$ cat config.mk
export PLATFORM = sky130hd
export DESIGN_NAME = hazard_ctrl
export DESIGN_NICKNAME = d
export VERILOG_FILES = /design/src/rtl/hazard_ctrl.sv
export SDC_FILE = /design/constraint.sdc
export NUM_CORES = 1
export LEC_CHECK = 0
export BUFFER_PORTS_ARGS = -buffer_cell sky130_fd_sc_hd__buf_2
export CAP_MARGIN = 25
export CORE_MARGIN = 5
export CORE_UTILIZATION = 44
export DETAILED_ROUTE_END_ITERATION = 10
export GPL_TIMING_DRIVEN = 1
export PLACE_DENSITY = 0.83
export SLEW_MARGIN = 25
export SYNTH_ARGS = -nofsm -noshare
export SYNTH_HDL_FRONTEND = slang
export SYNTH_SLANG_ARGS = --single-unit
$ cat constraint.sdc
create_clock -name CLK -period 2.2 [get_ports CLK]
set_input_delay 0.11 -clock CLK [delete_from_list [all_inputs] [get_ports CLK]]
set_output_delay 0.11 -clock CLK [all_outputs]
set_load 0.01 [all_outputs]
$ cat src/rtl/hazard_ctrl.sv
// Pipeline hazard controller: stalls, bubbles, branch flushes and the halt drain sequence.
// Optional performance counters are enabled by defining HAZARD_PERF_EN.
module hazard_ctrl #(
  parameter int FLUSH_CYCLES = 1,
  parameter int DRAIN_CYCLES = 2
) (
  input  logic        CLK,
  input  logic        nRST,
  input  logic [4:0]  ifid_rs_i,
  input  logic [4:0]  ifid_rt_i,
  input  logic        ifid_uses_rt_i,
  input  logic        idex_DRen_i,
  input  logic [4:0]  idex_Rt_i,
  input  logic        branch_taken_i,
  input  logic        ihit_i,
  input  logic        dmem_req_i,
  input  logic        dhit_i,
  input  logic        exmem_halt_i,
  output logic        pc_en,
  output logic        ifid_en,
  output logic        ifid_flush,
  output logic        idex_en,
  output logic        idex_flush,
  output logic        idex_noop,
  output logic        exmem_en,
  output logic        memwb_en,
  output logic        halted
`ifdef HAZARD_PERF_EN
  ,
  output logic [31:0] stall_cnt,
  output logic [31:0] bubble_cnt,
  output logic [31:0] flush_cnt
`endif
);

  typedef enum logic [2:0] {
    RUN     = 3'd0,
    MEMWAIT = 3'd1,
    FLUSH   = 3'd2,
    DRAIN   = 3'd3,
    HALTED  = 3'd4
  } state_t;

  localparam logic [1:0] FLUSH_LOAD = 2'(FLUSH_CYCLES - 1);
  localparam logic [1:0] DRAIN_LOAD = 2'(DRAIN_CYCLES - 1);

  state_t     state, state_n;
  logic [1:0] cnt, cnt_n;
  logic       memwait, loaduse;

  assign memwait = dmem_req_i & ~dhit_i;
  assign loaduse = idex_DRen_i & (idex_Rt_i != 5'd0) &
                   ((idex_Rt_i == ifid_rs_i) | (ifid_uses_rt_i & (idex_Rt_i == ifid_rt_i)));

  always_ff @(posedge CLK) begin
    if (!nRST) begin
      state <= RUN;
      cnt   <= 2'd0;
    end else begin
      state <= state_n;
      cnt   <= cnt_n;
    end
  end

  always_comb begin
    state_n    = state;
    cnt_n      = cnt;
    pc_en      = 1'b0;
    ifid_en    = 1'b0;
    ifid_flush = 1'b0;
    idex_en    = 1'b0;
    idex_flush = 1'b0;
    idex_noop  = 1'b0;
    exmem_en   = 1'b0;
    memwb_en   = 1'b0;
    halted     = 1'b0;
    if (!nRST) begin
      ifid_flush = 1'b1;
      idex_flush = 1'b1;
    end else begin
      case (state)
        HALTED: halted = 1'b1;
        DRAIN: begin
          // Halt stays parked in EX/MEM; only MEM/WB advances, and only on a data hit.
          memwb_en = ~memwait;
          if (!memwait) begin
            if (cnt == 2'd0) state_n = HALTED;
            else             cnt_n   = cnt - 2'd1;
          end
        end
        default: begin
          if (exmem_halt_i) begin
            memwb_en = ~memwait;
            state_n  = DRAIN;
            cnt_n    = DRAIN_LOAD;
          end else if (memwait) begin
            if (state == RUN) state_n = MEMWAIT;
          end else if (state == FLUSH) begin
            // PC already holds the target; keep squashing until the count runs out.
            ifid_flush = 1'b1;
            idex_flush = 1'b1;
            ifid_en    = 1'b1;
            idex_en    = 1'b1;
            exmem_en   = 1'b1;
            memwb_en   = 1'b1;
            if (cnt <= 2'd1) begin
              state_n = RUN;
              cnt_n   = 2'd0;
            end else begin
              cnt_n = cnt - 2'd1;
            end
          end else if (branch_taken_i) begin
            ifid_flush = 1'b1;
            idex_flush = 1'b1;
            pc_en      = 1'b1;
            ifid_en    = 1'b1;
            idex_en    = 1'b1;
            exmem_en   = 1'b1;
            memwb_en   = 1'b1;
            if (FLUSH_CYCLES > 1) begin
              state_n = FLUSH;
              cnt_n   = FLUSH_LOAD;
            end else begin
              state_n = RUN;
            end
          end else if (loaduse) begin
            idex_noop = 1'b1;
            idex_en   = 1'b1;
            exmem_en  = 1'b1;
            memwb_en  = 1'b1;
            state_n   = RUN;
          end else begin
            pc_en     = ihit_i;
            ifid_en   = ihit_i;
            idex_noop = ~ihit_i;
            idex_en   = 1'b1;
            exmem_en  = 1'b1;
            memwb_en  = 1'b1;
            state_n   = RUN;
          end
        end
      endcase
    end
  end

`ifdef HAZARD_PERF_EN
  always_ff @(posedge CLK) begin
    if (!nRST) begin
      stall_cnt  <= 32'd0;
      bubble_cnt <= 32'd0;
      flush_cnt  <= 32'd0;
    end else if (state != HALTED) begin
      stall_cnt  <= stall_cnt  + 32'(memwait);
      bubble_cnt <= bubble_cnt + 32'(idex_noop);
      flush_cnt  <= flush_cnt  + 32'(idex_flush);
    end
  end
`endif

endmodule
==> flow_summary.toml <==
[drt]
first_pass_iters = 4
final_antenna_net_count = 0
drt_iter0_drc = 7
route.final.wire_length_mm = 1.66
vias = 735
via_per_inst = 5.57
wl_per_cell_um = 12.6
drc = 0

[clock_tree]
cts_root_buf = "clkbuf_4"
postCtsSetupBuffers = 0
numCtsBuffers = 3
cts_resized = 0
cts_sinks = 5
cts_tree = "yes"
hold_buffers = 0
path_clk_slew_ns = 0.05
clockBufferDepth = 2
clk_latency_ns = 0.25
h-tree-depth = 1

[global_route]
grt-busiest-layer = "met2"
grt_overflow = 0
grt_pass1_vias = 671
grt_start_max_net_pins = 10
grtUsageMet1 = 0.221
grt_first_pass_wirelength_mm = 2.83
grt_usage = 0.176
use_met2 = 0.288
antenna_found_initial = 0
grt_use_met3 = 0.0564

[final_layout]
drive_above_1_share = 0.376
fin_nets = 146
layout_commonest_cell = "buf_2"
fill_cells = 141
area_growth_pct = 29.1
stdcell_count = 132
final_cell_mix = "buf_2, xnor2_1, nor2_1"
multi_input_area_sq_um = 494
antenna_cells = 0
regArea_sq_um = 100

[yosys]
synth_edf_count = 0
async_reset_ff_frac = 0
synth_top_family_by_area = "compound AO/OA/AOI/OAI gates"
synth-compound-area-share = 0.316
ys_warn_count = 0
syn_nets = 112
synth_top_area_cell = "dfxtp_1"
synthXorXnorAreaFrac = 0.138
synth_area_leaders = "dfxtp_1, xnor2_1, ha_1"
synthAdderAreaFrac = 0.0786
ys_types = 33
synth-simple-area-share = 0.244
synth_seq_area_share = 0.157
synth.area.mux_share = 0
synth_area_sq_um = 637
synthFlopType = "dfxtp_1"
ys_ff_latch = 5
avgSynthCellArea_sq_um = 7.58
synthCells = 84
synth.top_cell.area_share = 0.157

[critical_path]
critPathKind = "register to output port"
arrival_ns = 1.68
reg2reg_depth = 6
start_kind = "register"
crit_path_max_incr_delay_ns = 0.47
crit_slowest_cell = "dfxtp_1"
crit_fanout = 9
path_cells = "nor2_1 -> nand2_1 -> nand3_1 -> nor3_1 -> o311a_1 -> buf_2"
cp-end-kind = "output port"
worst_ep_required_time_ns = 2.09

[floorplanning]
dieArea_sq_um = 2310
die_h_um = 48.0
die_w_um = 48.0
rows = 13
coreArea_sq_um = 1330
start_util = 0.477
pin_count = 33

[sta]
relSlewSlack = 0.781
fin_tns_setup_ns = 0
slew_violations = 0
max_freq_mhz = 558
finalClockSkew_ns = 0.00658
tightest_slew_ns = 0.328
fin_crit_sh = 0.815
rsz0062_at_grt = "no"
period_minus_slack_ns = 1.79
final_hold_viol_count = 0
setup_viol = 0

[place]
dp_hpwl_mm = 1.38
io_buffers = 32
place_inst = 128
place_congestion = 0.801

[pwr]
power_uw = 358
powerDensity_nw_per_um2 = 435
peakVddDrop_mv = 0.236
p_leak_uw = 0.000372

[min_path]
hp-class = "input port to register"
holdPathStages = 2

[status]
outcome = "finished clean"

[job]
drv_cap = 0
==> Yosys cell counts, drive strengths merged, types with 2 or more instances <==
cell type,instances
a211oi,4
a21oi,7
a41o,2
buf,2
dfxtp,5
ha,4
inv,6
nand2,6
nand2b,3
nand3,2
nand4,2
nor2,9
o21ai,6
xnor2,10
==> final timing paths <==
check	start	end	slack, ns
worst max-delay path	state[1]$_SDFFE_PN0P_	ifid_en	0.41
worst min-delay path	nRST	cnt[0]$_SDFFE_PN0P_	0.17
worst max register to register	cnt[0]$_SDFFE_PN0P_	cnt[1]$_SDFFE_PN0P_	0.47
worst min register to register	cnt[1]$_SDFFE_PN0P_	cnt[1]$_SDFFE_PN0P_	0.56
==> cell families (layout without fill, tap and decap cells) <==
logic type	Yosys count	count (layout)
AOI/OAI and AO/OA	27	27
xor gates and xnor gates	10	10
adders and majority gates	4	4
buffers and inverters	9	42
DFF	5	5
and+or+nand+nor	29	29
==> layout make-up <==
class / instances / share of cell area
tap: 15 / 0.0228
clock buffer: 4 / 0.0320
inverter: 6 / 0.0274
multi-input combinational: 70 / 0.601
sequential: 5 / 0.122
timing repair buffer: 32 / 0.195
==> flip-flops by register name, indices dropped and copies added, names as in the netlist <==
name   cells
cnt        2
state      3
==> stage by stage <==
| stage | instance area [sq um] | utilization | setup slack (ns) | hold slack, ns |
|---|---|---|---|---|
| CTS | 822 | 0.616 | 0.399 | 0.159 |
| global route | 822 | 0.616 | 0.218 | 0.167 |
| detailed placement | 796 | 0.597 | 0.471 | 0.431 |
| finish | 822 | 0.616 | 0.407 | 0.166 |
| floorplan | 637 | - | 0.588 | 0.257 |
| global placement | 796 | 0.597 | 0.528 | 0.428 |
==> report_power, final <==
part | leakage (uW) | switching, uW | total, uW | internal, uW
logic | 0.000316 | 70.4 | 136 | 65.9
clock network | 0.0000150 | 43.1 | 112 | 68.9
registers | 0.0000413 | 10.7 | 110 | 99.0
==> worst max-delay path, delay by kind of cell, from the launching register on <==
kind | cells | cell delay (ns)
buffers and inverters | 1 | 0.12
AND/OR/NAND/NOR | 4 | 0.62
AO/OA/AOI/OAI | 1 | 0.22
flip-flops | 1 | 0.47
==> layer usage <==
metal	part of all wire	wire, um	vias to the layer above
met2	0.48	794	20
met3	0.078	130	3
met1	0.43	718	338
met5	0	0	-
met4	0.013	21	0
li1	-	-	374
(Power assumes the default switching activity.)
